[config.mk]
export PLATFORM = sky130hd
export DESIGN_NAME = bsg_strobe_gen_flat
export DESIGN_NICKNAME = d
export VERILOG_FILES = /design/src/rtl/bsg_strobe_gen_if.sv /design/src/rtl/bsg_strobe_gen.sv /design/src/flat_wrapper.sv
export SDC_FILE = /design/constraint.sdc
export NUM_CORES = 1
export LEC_CHECK = 0
export CORE_ASPECT_RATIO = 1.1
export CORE_UTILIZATION = 40
export CTS_CLUSTER_SIZE = 14
export DETAILED_ROUTE_END_ITERATION = 16
export HOLD_SLACK_MARGIN = 0.05
export SLEW_MARGIN = 5
export SYNTH_ARGS = -nofsm -noshare
export SYNTH_HDL_FRONTEND = slang
export SYNTH_SLANG_ARGS = --single-unit
[constraint.sdc]
create_clock -name clk_i -period 3.45 [get_ports clk_i]
set_input_delay 0.69 -clock clk_i [delete_from_list [all_inputs] [get_ports clk_i]]
set_output_delay 0.69 -clock clk_i [all_outputs]
set_load 0.1 [all_outputs]
[src/rtl/bsg_strobe_gen_if.sv]
// Interval/strobe bundle for bsg_strobe_gen. The master supplies the interval value and
// observes the strobe; the slave (the generator) consumes the interval and drives the strobe.
interface bsg_strobe_gen_if #(
    parameter int unsigned width_p = 8
) ();
    logic [width_p-1:0] init_val_r;
    logic               strobe_r;

    modport master (
        output init_val_r,
        input  strobe_r
    );

    modport slave (
        input  init_val_r,
        output strobe_r
    );
endinterface

[src/rtl/bsg_strobe_gen.sv]
// Programmable periodic strobe: one-cycle pulse every (N+1) cycles, N from the interface.
// Optional simulation checks are compiled in with `define BSG_STROBE_GEN_CHECK_EN.
module bsg_strobe_gen #(
    parameter int unsigned width_p = 8
) (
    input  logic             clk_i,
    input  logic             reset_r_i,
    bsg_strobe_gen_if.slave  bus_io
);
    localparam logic [width_p-1:0] One = {{(width_p-1){1'b0}}, 1'b1};

    logic [width_p-1:0] cnt_q, cnt_d;
    logic [width_p-1:0] init_q;
    logic               strobe_q, strobe_d;

    // Reload uses init_q, i.e. the interval value from the cycle before the strobe cycle.
    always_comb begin
        cnt_d    = (cnt_q == '0) ? init_q : (cnt_q - One);
        strobe_d = (cnt_d == '0);
    end

    always_ff @(posedge clk_i) begin
        init_q <= bus_io.init_val_r;
        if (reset_r_i) begin
            cnt_q    <= bus_io.init_val_r;
            strobe_q <= 1'b0;
        end else begin
            cnt_q    <= cnt_d;
            strobe_q <= strobe_d;
        end
    end

    assign bus_io.strobe_r = strobe_q;

`ifdef BSG_STROBE_GEN_CHECK_EN
    logic [width_p:0] gap_q;
    logic [width_p:0] exp_gap_q;
    logic             armed_q;

    // gap_q counts cycles since the last strobe; exp_gap_q is 1 + the N reloaded at it.
    always_ff @(posedge clk_i) begin
        if ($isunknown(reset_r_i)) begin
            $error("bsg_strobe_gen: reset_r_i is X/Z");
            $finish;
        end else if (reset_r_i) begin
            armed_q <= 1'b0;
            gap_q   <= '0;
        end else begin
            if ($isunknown(bus_io.init_val_r)) begin
                $error("bsg_strobe_gen: init_val_r_i is X/Z on a non-reset edge");
                $finish;
            end
            gap_q <= gap_q + {{width_p{1'b0}}, 1'b1};
            if (strobe_q) begin
                if (armed_q && (gap_q != exp_gap_q)) begin
                    $error("bsg_strobe_gen: interval %0d, expected %0d", gap_q, exp_gap_q);
                    $finish;
                end
                armed_q   <= 1'b1;
                gap_q     <= {{width_p{1'b0}}, 1'b1};
                exp_gap_q <= {1'b0, init_q} + {{width_p{1'b0}}, 1'b1};
            end
        end
    end
`else
`endif

endmodule

[src/flat_wrapper.sv]
// flat-port wrapper written by rule: the top's interface ports become plain ports
module bsg_strobe_gen_flat 
#(
    parameter int unsigned width_p = 8
)
  (clk_i, reset_r_i, bus_io_init_val_r, bus_io_strobe_r);
  bsg_strobe_gen_if #(.width_p(width_p)) bus_io_i ();
  input  logic clk_i;
  input  logic reset_r_i;
  input wire logic [$bits(bus_io_i.init_val_r)-1:0] bus_io_init_val_r;
  output wire logic [$bits(bus_io_i.strobe_r)-1:0] bus_io_strobe_r;
  assign bus_io_i.init_val_r = bus_io_init_val_r;
  assign bus_io_strobe_r = bus_io_i.strobe_r;
  bsg_strobe_gen #(.width_p(width_p)) u_core (.clk_i(clk_i), .reset_r_i(reset_r_i), .bus_io(bus_io_i));
endmodule
==> results of run 1 <==
## sequential cells by signal, indices dropped and copies added (netlist names)
register / cells
u_core.init_q: 8
u_core.cnt_q: 8
u_core.bus_io.strobe_r: 1
## cells in the final DEF, fill, tap and decap left out, drive strengths merged
master and n:
mux2 3, mux2i 1, and4 1, nor4 3, nor3 2, nor2b 1
a21oi 4, nor2 3, o31ai 3, clkbuf 4, nand3 1, nand2b 1
nand2 11, a311oi 1, dfxtp 17, ha 2, inv 3, o21ai 13
and3 1, xnor2 2, nor3b 2, clkdlybuf4s50 10
## metal layers
layer | vias up | routed length (um)
li1 | 302 | -
met1 | 250 | 637
met2 | 10 | 552
met3 | 4 | 36
met4 | 0 | 23
met5 | - | 0
## power by group through the flow
stage | Sequential [mW] | Combinational (mW) | Clock [mW]
CTS | 0.236 | 0.0863 | 0.108
global route | 0.239 | 0.0973 | 0.114
detailed placement | 0.240 | 0.0859 | 0
floorplan | 0.237 | 0.0630 | 0
finish | 0.236 | 0.0855 | 0.105
global placement | 0.240 | 0.0848 | 0
## cells by family (layout without fill, tap and decap cells)
logic type                 count (synthesis)  in the layout  share of synthesized area, %
AOI/OAI and AO/OA                         21             21                          16.6
buffers and inverters                      5             17                          3.59
DFF                                       17             17                          46.5
xor gates and xnor gates                   2              2                          2.39
adders and majority gates                  2              2                          3.42
muxes                                      4              4                          5.98
and+or+nand+nor                           26             26                          21.5
## area by class of cell
type / instances / area, um^2 / area share (%)
Multi-Input combinational cell: 55 / 365 / 42.3
Sequential cell: 17 / 340 / 39.4
Timing Repair Buffer: 10 / 100 / 11.6
Clock buffer: 4 / 26.3 / 3.04
Tap cell: 17 / 21.3 / 2.46
Inverter: 3 / 11.3 / 1.30
## path summary, 6_finish.rpt
check                                                    endpoint  slack (ns)  cells past startpoint
worst max-delay path                              bus_io_strobe_r        1.05                      1
worst min-delay path                      u_core.cnt_q[4]$_DFF_P_        0.56                      2
worst max register to register  u_core.bus_io.strobe_r$_SDFF_PP0_        1.42                      7
worst min register to register            u_core.cnt_q[4]$_DFF_P_        0.56                      2
==> impl_metrics.tcl, run 1 <==
set metrics [dict create \
    dp_hpwl_um 965 \
    startpoint "u_core.bus_io.strobe_r$_SDFF_PP0_" \
    met2_usage_pct 24.8 \
    pwr-share-seq_pct 55.3 \
    die_y_um 46.9 \
    yosysTopAreaCellShare_pct 46.5 \
    period_minus_slack_ns 2.40 \
    grt_pass1_wl_um 2150 \
    cts_resized 0 \
    io_buffers 10 \
    synth-edff-count 0 \
    hold-worst-slack_ns 0.560 \
    ys_seq_elements 17 \
    setup_ws_ns 1.05 \
    vias 566 \
    maxSlewViolCount 0 \
    rows 15 \
    gr-usage-met3_pct 2.31 \
    antenna_found_initial 0 \
    viasPerCell 5.34 \
    yosys.cell_count.top_type "dfxtp_1" \
    synth_cells 77 \
    yosysWarnings 0 \
    worstMarginPinSlew_ns 0.956 \
    ys.flop_type "dfxtp_1" \
    path_clk_slew_ns 0.09 \
    grt_setup_unrepaired "false" \
    preCtsSetupSlack_ns 1.36 \
    min-delay-start "u_core.init_q[4]$_DFF_P_" \
    fp.dieW_um 42.8 \
    cap_violations 0 \
    gr-total-overflow 0 \
    power_mw 0.426 \
    grt_pass1_vias 536 \
    synth_cell_types 28 \
    cts_tree "yes" \
    worstPathBufferInverterCount 1 \
    dp_cells 102 \
    clk_latency_ns 0.29 \
    critPathMaxStageDelay_ns 1.12 \
    grt_max_degree 14 \
    cp_max_fo 1 \
    power_leakage_nw 0.329 \
    yosysSeqAreaShare_pct 46.5 \
    ios 11 \
    cts_inserted_buffers 3 \
    drt-pass1-iter-count 4 \
    clock_sinks 17 \
    syn_area_per_cell_um2 9.51 \
    cp_cell_sequence "clkdlybuf4s50_1" \
    top_usage_layer "met2" \
    synthArstFlopShare_pct 0 \
    drive_gt1_share_pct 13.5 \
    combPwrFrac_pct 20.1 \
    power_density_nw_per_um2 493 \
    clock_skew_ns 0.00882 \
    design_area_um2 865 \
    cts_setup_buffers 0 \
    htreeDepth 1 \
    reg2reg_from "u_core.cnt_q[0]$_DFF_P_" \
    final_net_count 102 \
    n_antenna_cell 0 \
    track_usage_pct 14.8 \
    setup_tns_ns 0 \
    dpl_cell_area_um2 838 \
    use_met1_pct 18.0 \
    place_congestion 0.791 \
    cts_root_buf "clkbuf_4" \
    final_cells 106 \
    area_delta_synth_final_pct 18.1 \
    ir_worst_vdd_uv 272 \
    syn_area_um2 732 \
    critPathTopFamily "buffers and inverters" \
    drt_iter0_markers 5 \
    yosys-top-cells-count "dfxtp_1 (17), o21ai_0 (11), nand2_1 (10), a21oi_1 (4)" \
    start_util_pct 44.8 \
    hold_class "flop to flop" \
    worstSetupPathType "flop to primary output" \
    end_kind "primary output" \
    hold_viol_final 0 \
    slowest_stage "clkdlybuf4s50_1" \
    core_area_um2 1630 \
    critPathRequiredTime_ns 2.76 \
    wl_um 1250 \
    postLayoutCoreUtil_pct 53.0 \
    cp-start-kind "flop" \
    power_frac_clock_pct 24.6 \
    crit_arrival_ns 1.71 \
    ys_top_cells_by_area "dfxtp_1 (46%), o21ai_0 (7.5%), nand2_1 (5.1%)" \
    setup_viol 0 \
    wl_per_cell_um 11.8 \
    ctsLongestPathBuffers 2 \
    drtAntennaViolNets 0 \
    dieArea_um2 2010 \
    syn_nets 89 \
    status "finished, final reports clean" \
    fmax_mhz 417 \
    synth.largest_area_cell "dfxtp_1" \
    slew_headroom_pct 36.0 \
    p_switching_mw 0.121 \
    drc 0 \
    internal_power_mw 0.305 \
    fillCellCount 162 \
    finalCritPeriodShare_pct 69.6 \
    power_switching_share_pct 28.4 \
    cts-hold-fix-buffers 0 \
]
No activity file was read; power rests on OpenSTA's default activity.
==> inputs of run 2 (changes only) <==
clock period = 2.5 ns   (was 3.45 ns; I/O delays follow)
==> run 2 against run 1 <==
Against the previous run: register-to-register slack worse by 0.89 ns; critical path depth is 6 higher; routed wire length is 4.8% higher; clock-buffer cell count is 1 lower.
==> impl_metrics.tcl, run 2 (same netlist as run 1, synthesis figures left out) <==
set metrics [dict create \
    status "finished, final reports clean" \
    cts_setup_buffers 0 \
    n_antenna_cell 0 \
    cp_max_fo 13 \
    dpl_cell_area_um2 843 \
    hold-worst-slack_ns 0.564 \
    pwr-share-seq_pct 55.2 \
    dieArea_um2 2010 \
    vias 566 \
    hold_class "flop to flop" \
    hold_viol_final 0 \
    cts-hold-fix-buffers 0 \
    holdPathStages 2 \
    worstMarginPinSlew_ns 0.482 \
    final_common_cell "dfxtp_1" \
    slew_headroom_pct 67.8 \
    final_cells 107 \
    cts_resized 0 \
    setup_viol 0 \
    antenna_found_initial 0 \
    dp_cells 103 \
    drive_gt1_share_pct 16.7 \
    track_usage_pct 17.0 \
    worstSetupPathType "flop to flop" \
    viasPerCell 5.29 \
    power_frac_clock_pct 24.6 \
    critPathMaxStageDelay_ns 0.44 \
    multi_input_area_um2 365 \
    rrSetupSlack_ns 0.53 \
    power_leakage_nw 0.339 \
    min-delay-start "u_core.init_q[1]$_DFF_P_" \
    fmax_mhz 507 \
    grt_pass1_wl_um 2430 \
    reg2reg_to "u_core.bus_io.strobe_r$_SDFF_PP0_" \
    slowest_stage "nor3b_1" \
    power_switching_share_pct 29.1 \
    ctsLongestPathBuffers 2 \
    fillCellCount 163 \
    area_delta_synth_final_pct 19.0 \
    setup_tns_ns 0 \
    cp_cell_sequence "inv_1 -> ha_1 -> nor3b_1 -> nand2_2 -> nor4_1 -> o21ai_1 -> nor4_2" \
    ir_worst_vdd_uv 424 \
    crit_arrival_ns 2.19 \
    power_mw 0.591 \
    drtAntennaViolNets 0 \
    grt_max_degree 14 \
    end_kind "flop" \
    final_net_count 103 \
    finalCritPeriodShare_pct 78.9 \
    p_switching_mw 0.172 \
    drt-pass1-iter-count 2 \
    cap_violations 0 \
    core_area_um2 1630 \
    r2r_cells 7 \
    cts_root_buf "clkbuf_4" \
    grt_pass1_vias 563 \
    maxSlewViolCount 0 \
    mostFrequentLayoutCells "dfxtp_1 (17), o21ai_0 (11), nand2_1 (10)" \
    place_congestion 0.802 \
    fp.dieW_um 42.8 \
    seq_area_um2 340 \
    gr-total-overflow 0 \
    hold_path_end "u_core.cnt_q[1]$_DFF_P_" \
    ios 11 \
    cts_tree "yes" \
    combPwrFrac_pct 20.2 \
    grt_setup_unrepaired "false" \
    clock_skew_ns 0.00198 \
    wl_per_cell_um 12.3 \
    wl_um 1310 \
    die_y_um 46.9 \
    rows 15 \
    internal_power_mw 0.419 \
    start_util_pct 44.8 \
    design_area_um2 871 \
    cp-start-kind "flop" \
    io_buffers 10 \
    power_density_nw_per_um2 679 \
    cts_inserted_buffers 3 \
    critPathRequiredTime_ns 2.71 \
    drc 0 \
    path_clk_slew_ns 0.10 \
    drt_iter0_markers 3 \
    htreeDepth 1 \
    reg2reg_from "u_core.cnt_q[0]$_DFF_P_" \
    period_minus_slack_ns 1.97 \
    clock_sinks 17 \
    clk_latency_ns 0.29 \
]
-- run 2: cell count changes in the layout (fill, tap and decap cells not counted) --
cell and delta:
clkdlybuf4s50_1 -1, buf_4 +2, clkbuf_1 -1, clkinv_2 +1
-- run 2: worst max-delay path by stage --
| stage | startpoint | endpoint | slack, ns | cells after the start |
|---|---|---|---|---|
| after floorplan | u_core.cnt_q[0]$_DFF_P_ | u_core.cnt_q[5]$_DFF_P_ | 0.78 | 8 |
| after CTS | u_core.cnt_q[1]$_DFF_P_ | u_core.bus_io.strobe_r$_SDFF_PP0_ | 0.52 | 7 |
| after global routing | u_core.cnt_q[0]$_DFF_P_ | u_core.bus_io.strobe_r$_SDFF_PP0_ | 0.30 | 7 |
| after global placement | u_core.cnt_q[0]$_DFF_P_ | u_core.bus_io.strobe_r$_SDFF_PP0_ | 0.60 | 7 |
| after detailed placement | u_core.cnt_q[0]$_DFF_P_ | u_core.bus_io.strobe_r$_SDFF_PP0_ | 0.54 | 7 |
| final | u_core.cnt_q[0]$_DFF_P_ | u_core.bus_io.strobe_r$_SDFF_PP0_ | 0.53 | 7 |
-- run 2: power groups by stage --
stage          Sequential (mW)  Clock (mW)  Combinational (mW)
4_1_cts                  0.326       0.155               0.121
3_3_place_gp             0.332           0               0.120
5_1_grt                  0.331       0.166               0.137
2_1_floorplan            0.327           0              0.0870
6_report                 0.326       0.146               0.119
3_5_place_dp             0.333           0               0.120
-- run 2: cell type report --
cell class | instances | area share [%]
Tap cell | 17 | 2.44
Timing Repair Buffer | 11 | 12.1
Clock inverter | 1 | 0.575
Multi-Input combinational cell | 55 | 42.0
Clock buffer | 3 | 2.59
Sequential cell | 17 | 39.1
Inverter | 3 | 1.29
-- run 2: critical path: cells and delay by family, from the launching register on --
family          cells  cell delay [ns]
simple gates        4             1.11
fa+ha+maj           1             0.19
buf+inv             1             0.10
flops               1             0.37
compound gates      1             0.12
-- run 2: stage by stage --
| step | utilization [%] | setup WS, ns |
|---|---|---|
| detailed placement | 51.6 | 0.545 |
| finish | 53.3 | 0.526 |
| global placement | 51.6 | 0.595 |
| CTS | 53.3 | 0.520 |
| global route | 53.3 | 0.297 |
| floorplan | - | 0.785 |
-- run 2: per-layer routing --
layer	up-vias	GRT usage (%)	share of wire [%]
met3	2	5.77	4.3
li1	301	-	-
met5	-	0	0
met1	253	18.6	46
met2	10	30.3	49
met4	0	7.50	0.99
==> inputs of run 3 (changes only) <==
clock period = 1.95 ns   (was 2.5 ns; I/O delays follow)
==> run 3 against run 2 <==
Against the previous run: combinational power is 45% higher; critical path depth did not move; global-route usage shrank 0.59 points; clock-buffer cell count is 1 higher; sequential share of layout area fell by 1.1 points; first-iteration DRC count increased by 100%; clock skew fell by 0.00053 ns; highest routed layer unchanged; cell count increased by 2.8%.
==> impl_metrics.tcl, run 3 (same netlist as run 1, synthesis figures left out) <==
set metrics [dict create \
    wl_per_cell_um 12.4 \
    power_frac_clock_pct 23.5 \
    grt_pass1_vias 580 \
    rows 15 \
    period_minus_slack_ns 1.74 \
    fp.dieW_um 42.8 \
    end_kind "flop" \
    wl_um 1370 \
    status "finished, final reports clean" \
    cts_tree "yes" \
    crit_arrival_ns 1.94 \
    clk_latency_ns 0.28 \
    gr-total-overflow 0 \
    setup_tns_ns 0 \
    seq_area_um2 340 \
    drt-pass1-iter-count 3 \
    drive_gt1_share_pct 19.4 \
    power_density_nw_per_um2 850 \
    finalCritPeriodShare_pct 89.1 \
    drc 0 \
    worstMarginPinSlew_ns 0.406 \
    area_delta_synth_final_pct 22.6 \
    cp_max_fo 10 \
    grt_setup_unrepaired "false" \
    fmax_mhz 575 \
    clock_skew_ns 0.00145 \
    dpl_cell_area_um2 866 \
    cts_root_buf "clkbuf_4" \
    ctsLongestPathBuffers 2 \
    antenna_found_initial 0 \
    mostFrequentLayoutCells "dfxtp_1 (17), o21ai_0 (11), nand2_1 (10)" \
    critPathMaxStageDelay_ns 0.32 \
    hold-worst-slack_ns 0.566 \
    power_mw 0.763 \
    setup_viol 0 \
    ios 11 \
    drt_iter0_markers 6 \
    cap_violations 0 \
    maxSlewViolCount 0 \
    slowest_stage "dfxtp_1" \
    combPwrFrac_pct 22.5 \
    worstSetupPathType "flop to flop" \
    clock_sinks 17 \
    hold_class "flop to flop" \
    r2r_cells 7 \
    p_switching_mw 0.215 \
    place_congestion 0.770 \
    start_util_pct 44.8 \
    track_usage_pct 16.4 \
    dp_hpwl_um 1050 \
    fillCellCount 153 \
    n_antenna_cell 0 \
    ir_worst_vdd_uv 474 \
    cp_cell_sequence "inv_1 -> ha_1 -> nor3b_2 -> nand2_2 -> nor4_1 -> o21ai_1 -> nor4_2" \
    hold_viol_final 0 \
    drtAntennaViolNets 0 \
    vias 585 \
    core_area_um2 1630 \
    final_common_cell "dfxtp_1" \
    die_y_um 46.9 \
    path_clk_slew_ns 0.09 \
    cts-hold-fix-buffers 0 \
    slew_headroom_pct 72.7 \
    power_leakage_nw 0.352 \
    design_area_um2 897 \
    internal_power_mw 0.548 \
    io_buffers 10 \
    pwr-share-seq_pct 54.0 \
    grt_max_degree 11 \
    cp-start-kind "flop" \
    final_net_count 106 \
    htreeDepth 1 \
    viasPerCell 5.32 \
    multi_input_area_um2 370 \
    grt_pass1_wl_um 2390 \
    dieArea_um2 2010 \
    critPathRequiredTime_ns 2.15 \
    cts_inserted_buffers 3 \
    holdPathStages 2 \
    power_switching_share_pct 28.2 \
]
## run 3: cell count changes in the layout (fill, tap and decap cells not counted)
cell | before | now
clkinv_2 | 1 | 0
nor3b_2 | 0 | 1
buf_4 | 2 | 5
clkbuf_1 | 0 | 1
nor3b_1 | 2 | 1
## run 3: repair_timing
action,in CTS,in global routing
resized for setup,0,1
buffers inserted,0,0
endpoints found under the setup margin,0,4
## run 3: per-layer routing
metal / vias to the layer above / GRT usage, % / part of all wire (%)
li1: 310 / - / -
met4: 0 / 9.38 / 0.58
met5: - / 0 / 0
met1: 265 / 19.5 / 46
met3: 2 / 2.69 / 3.3
met2: 8 / 28.5 / 50
## run 3: layout make-up
class | instances | share of cell area (%)
inverters | 3 | 1.26
well taps | 17 | 2.37
repair buffers | 14 | 14.2
clock buffers | 4 | 2.93
multi-input cells | 55 | 41.3
flip-flops and latches | 17 | 37.9
## run 3: critical path: cells and delay by family, from the launching register on
| kind | cells | cell delay [ns] |
|---|---|---|
| fa+ha+maj | 1 | 0.22 |
| compound gates | 1 | 0.12 |
| flops | 1 | 0.32 |
| simple gates | 4 | 0.92 |
| buf+inv | 1 | 0.09 |
## run 3: stage by stage
stage               instances  util [%]  worst slack (ns)
floorplan                  77         -             0.235
global placement          106      53.0             0.140
detailed placement        106      53.0            0.0374
CTS                       110      54.6            0.0128
global route              110      54.9            0.0432
finish                    110      54.9             0.212
## run 3: worst paths after layout
| kind | from | end | slack [ns] |
|---|---|---|---|
| max | u_core.cnt_q[1]$_DFF_P_ | u_core.bus_io.strobe_r$_SDFF_PP0_ | 0.21 |
| min | u_core.init_q[4]$_DFF_P_ | u_core.cnt_q[4]$_DFF_P_ | 0.57 |
| max reg2reg | u_core.cnt_q[1]$_DFF_P_ | u_core.bus_io.strobe_r$_SDFF_PP0_ | 0.21 |
| min reg2reg | u_core.init_q[4]$_DFF_P_ | u_core.cnt_q[4]$_DFF_P_ | 0.57 |
## run 3: power by group through the flow
stage	Combinational [mW]	Clock, mW	Sequential (mW)
after CTS	0.172	0.185	0.411
after detailed placement	0.171	0	0.419
after global placement	0.168	0	0.419
final	0.172	0.179	0.412
after floorplan	0.111	0	0.419
after global routing	0.195	0.202	0.417
